File: src/rtl/mmio_pkg.sv
// Shared address map for the MMIO bridge: the 4-bit page prefix that selects
// the peripheral window and the individual register addresses inside it.
package mmio_pkg;

   localparam logic [3:0]  MMIO_PREFIX = 4'hF;
   localparam logic [11:0] KEY_DATA    = 12'hF00;
   localparam logic [11:0] KEY_STAT    = 12'hF01;
   localparam logic [11:0] DROP_CNT    = 12'hF02;
   localparam logic [11:0] SPRITE_BASE = 12'hF10;

   localparam int KEY_W = 4;

endpackage

File: src/rtl/mmio_key_fifo.sv
// Controller key event FIFO. Power-of-two depth so the pointers wrap for
// free; push is refused while full and pop is ignored while empty, so the
// caller may assert either strobe unconditionally. No same-cycle bypass:
// a full FIFO stays full for the cycle in which it is popped.
module mmio_key_fifo
   import mmio_pkg::*;
#(
   parameter  int DEPTH = 8,
   localparam int AW    = $clog2(DEPTH),
   localparam int CW    = AW + 1
) (
   input  logic             clock_i,
   input  logic             resetN_i,
   input  logic             push_i,
   input  logic [KEY_W-1:0] pushCode_i,
   input  logic             pop_i,
   output logic [KEY_W-1:0] headCode_o,
   output logic [CW-1:0]    count_o,
   output logic             full_o,
   output logic             empty_o
);

   logic [KEY_W-1:0] mem_q [DEPTH];
   logic [AW-1:0]    wrPtr_q, wrPtr_d;
   logic [AW-1:0]    rdPtr_q, rdPtr_d;
   logic [CW-1:0]    count_q, count_d;
   logic             doPush, doPop;

   assign full_o     = (count_q == CW'(DEPTH));
   assign empty_o    = (count_q == '0);
   assign count_o    = count_q;
   assign headCode_o = mem_q[rdPtr_q];
   assign doPush     = resetN_i && push_i && !full_o;
   assign doPop      = resetN_i && pop_i && !empty_o;

   // Next pointer and occupancy values; push and pop together leave count alone
   always_comb begin
      wrPtr_d = wrPtr_q + AW'(doPush);
      rdPtr_d = rdPtr_q + AW'(doPop);
      count_d = count_q;
      case ({doPush, doPop})
         2'b10:   count_d = count_q + CW'(1);
         2'b01:   count_d = count_q - CW'(1);
         default: count_d = count_q;
      endcase
   end

   // Pointer and count registers, cleared by the synchronous active-low reset
   always_ff @(posedge clock_i) begin
      if (!resetN_i) begin
         wrPtr_q <= '0;
         rdPtr_q <= '0;
         count_q <= '0;
      end else begin
         wrPtr_q <= wrPtr_d;
         rdPtr_q <= rdPtr_d;
         count_q <= count_d;
      end
   end

   // Storage array; contents are meaningless while empty so it needs no reset
   always_ff @(posedge clock_i) begin
      if (doPush) begin
         mem_q[wrPtr_q] <= pushCode_i;
      end
   end

endmodule

File: src/rtl/mmio_bridge.sv
// Data-memory MMIO bridge. Page 0xF of the 12-bit data address space is
// decoded locally (key FIFO, status, sprite position registers); every
// other address is passed straight through to the data RAM.
// Optional feature: define MMIO_DROP_CNT_EN to build a saturating counter of
// key events refused because the FIFO was full, readable at 0xF02.
module mmio_bridge
   import mmio_pkg::*;
#(
   parameter  int FIFO_DEPTH = 8,
   parameter  int SPRITES    = 8,
   localparam int IDXW       = (SPRITES > 1) ? $clog2(SPRITES) : 1,
   localparam int CW         = $clog2(FIFO_DEPTH) + 1
) (
   input  logic             clock,
   input  logic             reset,
   input  logic [11:0]      address_dmem,
   input  logic [31:0]      data,
   input  logic             wren,
   input  logic             rden,
   output logic [31:0]      q_dmem,
   output logic [11:0]      ram_address,
   output logic [31:0]      ram_data,
   output logic             ram_wren,
   input  logic [31:0]      ram_q,
   input  logic             btn_valid,
   input  logic [KEY_W-1:0] btn_code,
   output logic             btn_ready,
   input  logic [IDXW-1:0]  vga_idx,
   output logic [31:0]      vga_pos
);

   localparam logic [4:0] SPRITE_LIMIT = 5'(SPRITES);

   logic             isMmio, isKeyData, isKeyStat, spriteHit;
   logic             fifoFull, fifoEmpty, fifoPop;
   logic [KEY_W-1:0] fifoHead;
   logic [CW-1:0]    fifoCount;
   logic [31:0]      dropValue;
   logic [31:0]      sprite_q [16];
   logic [4:0]       vgaIdxExt;

   assign isMmio    = (address_dmem[11:8] == MMIO_PREFIX);
   assign isKeyData = (address_dmem == KEY_DATA);
   assign isKeyStat = (address_dmem == KEY_STAT);
   assign spriteHit = isMmio && (address_dmem[7:4] == SPRITE_BASE[7:4])
                      && ({1'b0, address_dmem[3:0]} < SPRITE_LIMIT);

   assign ram_address = address_dmem;
   assign ram_data    = data;
   assign ram_wren    = wren && !isMmio;

   assign btn_ready = reset && !fifoFull;
   assign fifoPop   = rden && isKeyData;

   mmio_key_fifo #(.DEPTH(FIFO_DEPTH)) u_keyFifo (
      .clock_i    (clock),
      .resetN_i   (reset),
      .push_i     (btn_valid),
      .pushCode_i (btn_code),
      .pop_i      (fifoPop),
      .headCode_o (fifoHead),
      .count_o    (fifoCount),
      .full_o     (fifoFull),
      .empty_o    (fifoEmpty)
   );

   // Sprite position registers; only indices below SPRITES are ever written
   always_ff @(posedge clock) begin
      if (!reset) begin
         for (int i = 0; i < 16; i++) begin
            sprite_q[i] <= '0;
         end
      end else if (wren && spriteHit) begin
         sprite_q[address_dmem[3:0]] <= data;
      end
   end

`ifdef MMIO_DROP_CNT_EN
   logic [15:0] dropCnt_q;

   // Count cycles in which an offered key event was refused, saturating at max
   always_ff @(posedge clock) begin
      if (!reset) begin
         dropCnt_q <= '0;
      end else if (btn_valid && fifoFull && (dropCnt_q != 16'hFFFF)) begin
         dropCnt_q <= dropCnt_q + 16'd1;
      end
   end

   assign dropValue = {16'b0, dropCnt_q};
`else
   assign dropValue = '0;
`endif

   // Display-side read port; the registered array gives old-value-on-write
   always_comb begin
      vgaIdxExt = 5'(vga_idx);
      vga_pos   = '0;
      if (vgaIdxExt < SPRITE_LIMIT) begin
         vga_pos = sprite_q[vgaIdxExt[3:0]];
      end
   end

   // Load data mux: RAM data outside the MMIO page, decoded registers inside
   always_comb begin
      q_dmem = '0;
      if (!isMmio) begin
         q_dmem = ram_q;
      end else if (isKeyData) begin
         q_dmem = {27'b0, !fifoEmpty, fifoEmpty ? 4'b0 : fifoHead};
      end else if (isKeyStat) begin
         q_dmem = 32'(fifoCount);
      end else if (address_dmem == DROP_CNT) begin
         q_dmem = dropValue;
      end else if (spriteHit) begin
         q_dmem = sprite_q[address_dmem[3:0]];
      end
   end

endmodule
File: config.mk
export PLATFORM = sky130hd
export DESIGN_NAME = mmio_bridge
export DESIGN_NICKNAME = d
export VERILOG_FILES = /design/src/rtl/mmio_pkg.sv /design/src/rtl/mmio_key_fifo.sv /design/src/rtl/mmio_bridge.sv
export SDC_FILE = /design/constraint.sdc
export NUM_CORES = 1
export LEC_CHECK = 0
export BUFFER_PORTS_ARGS = -buffer_cell sky130_fd_sc_hd__buf_2
export CAP_MARGIN = 20
export CORE_AREA = 2 2 181 183
export CTS_BUF_LIST = sky130_fd_sc_hd__clkbuf_4 sky130_fd_sc_hd__clkbuf_8 sky130_fd_sc_hd__clkbuf_16
export CTS_CLUSTER_DIAMETER = 40
export CTS_CLUSTER_SIZE = 40
export DETAILED_ROUTE_END_ITERATION = 10
export DIE_AREA = 0 0 183 185
export HOLD_SLACK_MARGIN = 0.03
export PLACE_DENSITY = 0.79
export SLEW_MARGIN = 30
export SYNTH_ARGS = -nofsm -noshare
export SYNTH_HDL_FRONTEND = slang
export SYNTH_SLANG_ARGS = --single-unit
File: constraint.sdc
create_clock -name clock -period 3.7 [get_ports clock]
set_input_delay 1.11 -clock clock [delete_from_list [all_inputs] [get_ports clock]]
set_output_delay 1.11 -clock clock [all_outputs]
set_load 0.005 [all_outputs]
==> flow_metrics.env, run 1 <==
export IMPL_async_flop_share=0
export IMPL_die_area_um2=33900
export IMPL_insertion_delay_ps=520
export IMPL_start_util=0.500
export IMPL_cp_arrival_ps=2600
export IMPL_vias=10100
export IMPL_syn_area_um2=16000
export IMPL_antenna_cells=0
export IMPL_grt_pass1_wl_um=62100
export IMPL_path_class="in2out"
export IMPL_track_usage=0.248
export IMPL_setup_viol=2
export IMPL_clk_pin_slew_ps=60
export IMPL_worstMarginPinSlew_ps=635
export IMPL_clock_path_buffers=3
export IMPL_final_hold_viol_count=0
export IMPL_post_route_period_util=1.00
export IMPL_grt_max_degree=33
export IMPL_place_area_um2=17700
export IMPL_yosys_register_bits=298
export IMPL_relSlewSlack=0.573
export IMPL_routedWlPerCell_um=24.0
export IMPL_netlist_cell_type_count=49
export IMPL_required_ps=2590
export IMPL_hpwl_um=26500
export IMPL_antenna_found_initial=0
export IMPL_p_per_area_nw_per_um2=456
export IMPL_dp_cells=1634
export IMPL_status="finished, violations left"
export IMPL_die_w_um=183
export IMPL_final_cells=1716
export IMPL_die_y_um=185
export IMPL_cap_violations=0
export IMPL_coreArea_um2=32000
export IMPL_synth_nets=1163
export IMPL_drt_iter0_drc=902
export IMPL_nets=1371
export IMPL_drc_errors=0
export IMPL_end_kind="primary output"
export IMPL_setup_ws_ps=-10.0
export IMPL_multi_input_area_um2=6570
export IMPL_ant_nets=0
export IMPL_rows=66
export IMPL_register_area_um2=8850
export IMPL_fmax_ghz=0.270
export IMPL_htreeDepth=2
export IMPL_critPathLaunchType="input pin"
export IMPL_cts_buffers=40
export IMPL_syn_to_final_growth_pct=20.4
export IMPL_yosysWarnings=0
export IMPL_cts_tree="done"
export IMPL_min_path_type="reg2reg"
export IMPL_overflow=0
export IMPL_violations="negative setup slack"
export IMPL_grt_pass1_vias=10400
export IMPL_final_area_um2=19300
export IMPL_drive_above_1_share=0.418
export IMPL_p_leak_nw=7.26
export IMPL_syn_avg_cell_area_um2=15.0
export IMPL_maxSlewViolCount=0
export IMPL_via_per_inst=5.90
export IMPL_fin_skew_ps=4.88
export IMPL_reg2regPathDepth=11
export IMPL_top_level_ports=198
export IMPL_synth_edf_count=288
export IMPL_cts_sinks=298
export IMPL_report_power_total_w=0.00881
export IMPL_ir_drop_uv=390
export IMPL_period_needed_ps=3710
export IMPL_synth_flop_cell="edfxtp_1"
export IMPL_gp_congestion=0.856
export IMPL_fillers=2374
export IMPL_crit_fanout=6
export IMPL_holdPathStages=2
export IMPL_netlist_instances=1068
export IMPL_yosysSeqAreaShare=0.552
export IMPL_cts_root_buf="clkbuf_16"
export IMPL_drt_pre_antenna_iters=5
export IMPL_port_buffers=197
export IMPL_routed_wl_um=41300
export IMPL_whs_ps=589
export IMPL_setup_tns_final_ps=-15.6
export IMPL_rsz0062_at_grt="true"
-- registers in the layout, summed over array words and instances (netlist names) --
name / count
u_keyFifo.wrPtr_q: 3
sprite_q: 256
u_keyFifo.rdPtr_q: 3
u_keyFifo.count_o: 4
u_keyFifo.mem_q: 32
-- per-layer routing --
metal	wire [um]	part of all wire	global-route usage
met1	16600	0.40	0.326
met2	21000	0.51	0.429
met3	2860	0.069	0.0383
met4	767	0.019	0.0714
met5	0	0	0
-- worst max-delay path, cell delays in order --
cell	delay [ps]
buf_6	90
or4_4	570
a2111oi_4	310
buf_6	190
nand4_1	110
nand3_1	100
buf_2	110
-- cell usage in the layout, fill, tap and decap left out, types with 3 or more instances in the layout --
cell         n
ha_1         7
nor3_1       3
bufinv_16    5
nand3_1      6
nand2b_1     3
nor2b_1      4
nor3_4       6
nand2b_2     8
buf_2      189
nor2_1      14
a22oi_1      5
clkbuf_4     6
buf_12      17
a21o_1       4
mux2i_1     42
mux4_2     127
a2bb2oi_1    5
buf_6        9
a21oi_1      5
inv_1        3
nand4_1      5
mux2i_2      3
clkinv_1     6
xor2_1       3
edfxtp_1   288
clkinv_4     3
clkbuf_16   41
dfxtp_1     10
inv_6        9
and2_1     263
mux2_2      33
o21ai_1     27
nand2_1     41
buf_4       68
-- logic make-up (layout without fill, tap and decap cells) --
kind of cell | count (synthesis) | count (layout) | share of synthesized area
adder cells (fa/ha/maj) | 7 | 7 | 0.00546
AO/OA/AOI/OAI | 55 | 55 | 0.0220
multiplexers | 207 | 207 | 0.231
AND/OR/NAND/NOR | 372 | 372 | 0.142
flip-flops | 298 | 298 | 0.552
buffers and inverters | 124 | 364 | 0.0453
XOR/XNOR | 5 | 5 | 0.00273
-- report_power, final --
group	internal, W	switching [W]
combinational	0.000483	0.000443
clock	0.00247	0.00149
sequential	0.00385	0.0000786
-- through the flow --
step	utilization	setup slack [ps]
after floorplan	-	134
after global placement	0.553	-95.1
after detailed placement	0.553	-105
after CTS	0.601	-4.46
after global routing	0.602	-64.2
final	0.602	-10.0
-- final timing paths --
| check | startpoint | end | slack, ps |
|---|---|---|---|
| max | address_dmem[6] | q_dmem[2] | -10 |
| min reg2reg | u_keyFifo.wrPtr_q[2]$_SDFF_PN0_ | u_keyFifo.wrPtr_q[2]$_SDFF_PN0_ | 590 |
| min | u_keyFifo.wrPtr_q[2]$_SDFF_PN0_ | u_keyFifo.wrPtr_q[2]$_SDFF_PN0_ | 590 |
| max reg2reg | u_keyFifo.count_o[1]$_SDFFE_PN0P_ | u_keyFifo.count_o[2]$_SDFFE_PN0P_ | 930 |
-- synthesized netlist by cell type, drive strengths merged (3+ instances only) --
| cell | instances | area share |
|---|---|---|
| edfxtp | 288 | 0.54 |
| and2 | 263 | 0.10 |
| mux4 | 127 | 0.18 |
| buf | 97 | 0.039 |
| mux2i | 45 | 0.028 |
| nand2 | 42 | 0.0098 |
| mux2 | 35 | 0.025 |
| o21ai | 30 | 0.0094 |
| clkbuf | 22 | 0.0052 |
| nor2 | 14 | 0.0033 |
| nand2b | 11 | 0.0043 |
| dfxtp | 10 | 0.012 |
| nor3 | 10 | 0.0061 |
| nand3 | 8 | 0.0025 |
| ha | 7 | 0.0055 |
| a21oi | 6 | 0.0019 |
| a22oi | 6 | 0.0028 |
| nand4 | 6 | 0.0033 |
| a2bb2oi | 5 | 0.0027 |
| a21o | 4 | 0.0019 |
| inv | 4 | 0.00094 |
| nor2b | 4 | 0.0016 |
| nor3b | 3 | 0.0020 |
| xor2 | 3 | 0.0016 |
-- layout make-up --
| class | instances | share of cell area |
|---|---|---|
| Multi-Input combinational cell | 646 | 0.341 |
| Timing Repair Buffer | 285 | 0.101 |
| Inverter | 5 | 0.000972 |
| Tap cell | 408 | 0.0265 |
| Clock inverter | 27 | 0.0165 |
| Sequential cell | 298 | 0.458 |
| Clock buffer | 47 | 0.0555 |
-- timing repair --
item                                    in CTS  in global routing
pin swaps                                    6                  3
endpoints found under the setup margin      21                 18
cloned                                       1                  0
gates resized for setup                     17                  9
hold buffers                                 0                  0
buffers inserted                             5                  3
No activity file was read; power rests on OpenSTA's default activity.
==> inputs of run 2 (changes only) <==
--- a/config.mk
+++ b/config.mk
@@ -14,6 +14,7 @@
 export DETAILED_ROUTE_END_ITERATION = 10
 export DIE_AREA = 0 0 183 185
 export HOLD_SLACK_MARGIN = 0.03
+export MAX_ROUTING_LAYER = met4
 export PLACE_DENSITY = 0.79
 export SLEW_MARGIN = 30
 export SYNTH_ARGS = -nofsm -noshare
==> run 2 against run 1 <==
The flow still finishes with violations (negative setup slack). Global-route usage grew 0.74 points. Combinational power is essentially flat. Sequential share of layout area is the same. Maximum frequency shrank 0.20%. Largest power group unchanged. Critical path depth is the same. Design area is the same. Setup slack lost 7.4 ps. First-iteration DRC count shrank 0.44%. Clock skew is essentially flat. Sequential power is essentially flat.
==> flow_metrics.env, run 2 (synthesis gave the netlist of run 1 again) <==
export IMPL_final_util=0.602
export IMPL_worstMarginPinSlew_ps=631
export IMPL_setup_tns_final_ps=-29.6
export IMPL_nets=1371
export IMPL_largest_reg_flops=256
export IMPL_min_path_type="reg2reg"
export IMPL_routedWlPerCell_um=24.1
export IMPL_grt_pass1_vias=10400
export IMPL_final_common_cell="edfxtp_1"
export IMPL_post_route_period_util=1.00
export IMPL_maxSlewViolCount=0
export IMPL_crit_start="address_dmem[6]"
export IMPL_vias=10200
export IMPL_top_level_ports=198
export IMPL_final_cell_mix="288 x edfxtp_1, 263 x and2_1, 189 x buf_2, 127 x mux4_2, 68 x buf_4"
export IMPL_drive_above_1_share=0.418
export IMPL_fmax_ghz=0.269
export IMPL_track_usage=0.255
export IMPL_status="finished, violations left"
export IMPL_drt_pre_antenna_iters=5
export IMPL_worstPathBufferInverterCount=3
export IMPL_via_per_inst=5.97
export IMPL_clock_path_buffers=3
export IMPL_end_kind="primary output"
export IMPL_crit_fanout=6
export IMPL_path_common_cell="buf_6"
export IMPL_rows=66
export IMPL_cap_violations=0
export IMPL_cp_arrival_ps=2610
export IMPL_ir_drop_uv=391
export IMPL_routed_wl_um=41300
export IMPL_htreeDepth=2
export IMPL_min_from="u_keyFifo.wrPtr_q[2]$_SDFF_PN0_"
export IMPL_multi_input_area_um2=6570
export IMPL_port_buffers=197
export IMPL_critPathTopFamily="simple AND/OR/NAND/NOR gates"
export IMPL_ctsHoldBuffers=0
export IMPL_cts_sinks=298
export IMPL_drc_errors=0
export IMPL_rsz0062_at_grt="true"
export IMPL_relSlewSlack=0.576
export IMPL_start_util=0.500
export IMPL_p_per_area_nw_per_um2=457
export IMPL_clk_pin_slew_ps=60
export IMPL_fin_skew_ps=5.16
export IMPL_crit_path_top_delay_cell="or4_4"
export IMPL_ant_nets=0
export IMPL_p_leak_nw=7.26
export IMPL_cts_buffers=40
export IMPL_cpPeakStageDelay_ps=580
export IMPL_setup_viol=2
export IMPL_antenna_found_initial=0
export IMPL_setup_ws_ps=-17.4
export IMPL_whs_ps=591
export IMPL_r2r_start="u_keyFifo.count_o[1]$_SDFFE_PN0P_"
export IMPL_die_y_um=185
export IMPL_antenna_cells=0
export IMPL_grt_pass1_wl_um=62100
export IMPL_violations="negative setup slack"
export IMPL_top_register="sprite_q"
export IMPL_report_power_total_w=0.00881
export IMPL_coreArea_um2=32000
export IMPL_period_needed_ps=3720
export IMPL_overflow=0
export IMPL_drt_iter0_drc=898
export IMPL_insertion_delay_ps=520
export IMPL_syn_to_final_growth_pct=20.4
export IMPL_fillers=2374
export IMPL_critPathLaunchType="input pin"
export IMPL_die_w_um=183
export IMPL_register_area_um2=8850
export IMPL_die_area_um2=33900
export IMPL_cts_root_buf="clkbuf_16"
export IMPL_cts_tree="done"
export IMPL_grt_max_degree=33
export IMPL_hpwl_um=26500
export IMPL_final_hold_viol_count=0
export IMPL_path_cells="buf_6 -> or4_4 -> a2111oi_4 -> buf_6 -> nand4_1 -> nand3_1 -> buf_2"
export IMPL_path_class="in2out"
export IMPL_required_ps=2590
export IMPL_gp_congestion=0.870
## run 2: cell counts in the layout (fill, tap and decap cells not counted)
No cell type changed its count.
## run 2: what timing repair did
action	CTS	global route
gates resized for setup	17	9
cloned	1	0
setup endpoints to repair	21	18
buffers inserted	5	3
pin swaps	6	3
## run 2: path summary, 6_finish.rpt
kind / end / slack (ps) / cells past startpoint
max: q_dmem[2] / -20 / 7
min: u_keyFifo.wrPtr_q[2]$_SDFF_PN0_ / 590 / 2
max reg2reg: u_keyFifo.count_o[2]$_SDFFE_PN0P_ / 930 / 11
min reg2reg: u_keyFifo.wrPtr_q[2]$_SDFF_PN0_ / 590 / 2
## run 2: power breakdown
| group | internal, W | switching [W] |
|---|---|---|
| Clock | 0.00247 | 0.00149 |
| Sequential | 0.00385 | 0.0000784 |
| Combinational | 0.000483 | 0.000444 |
## run 2: worst register-to-register path, cell delays in order (launching register included)
cell	delay, ps
dfxtp_1	410
nor3_1	570
a2111oi_4	160
buf_6	170
and3_1	190
ha_1	200
xor2_1	150
ha_1	190
a21oi_1	140
xor2_1	90
or3_1	310
a21oi_1	140
## run 2: final cells by class
type,count,area share
multi-input combinational,646,0.341
tap,408,0.0265
clock inverter,27,0.0165
sequential,298,0.458
timing repair buffer,285,0.101
inverter,5,0.000972
clock buffer,47,0.0555
## run 2: metrics by stage
stage               area [um^2]  instances  worst slack (ps)
floorplan                 16000       1068               134
global placement          17700       1634             -95.1
detailed placement        17700       1634              -105
CTS                       19300       1714             -4.46
global route              19300       1716             -64.2
finish                    19300       1716             -17.4
## run 2: per-layer routing
layer,vias up,routed length (um),track usage
li1,4457,-,-
met1,5193,16300,0.326
met2,524,21000,0.430
met3,64,3360,0.0376
met4,0,773,0.0698
met5,-,0,-
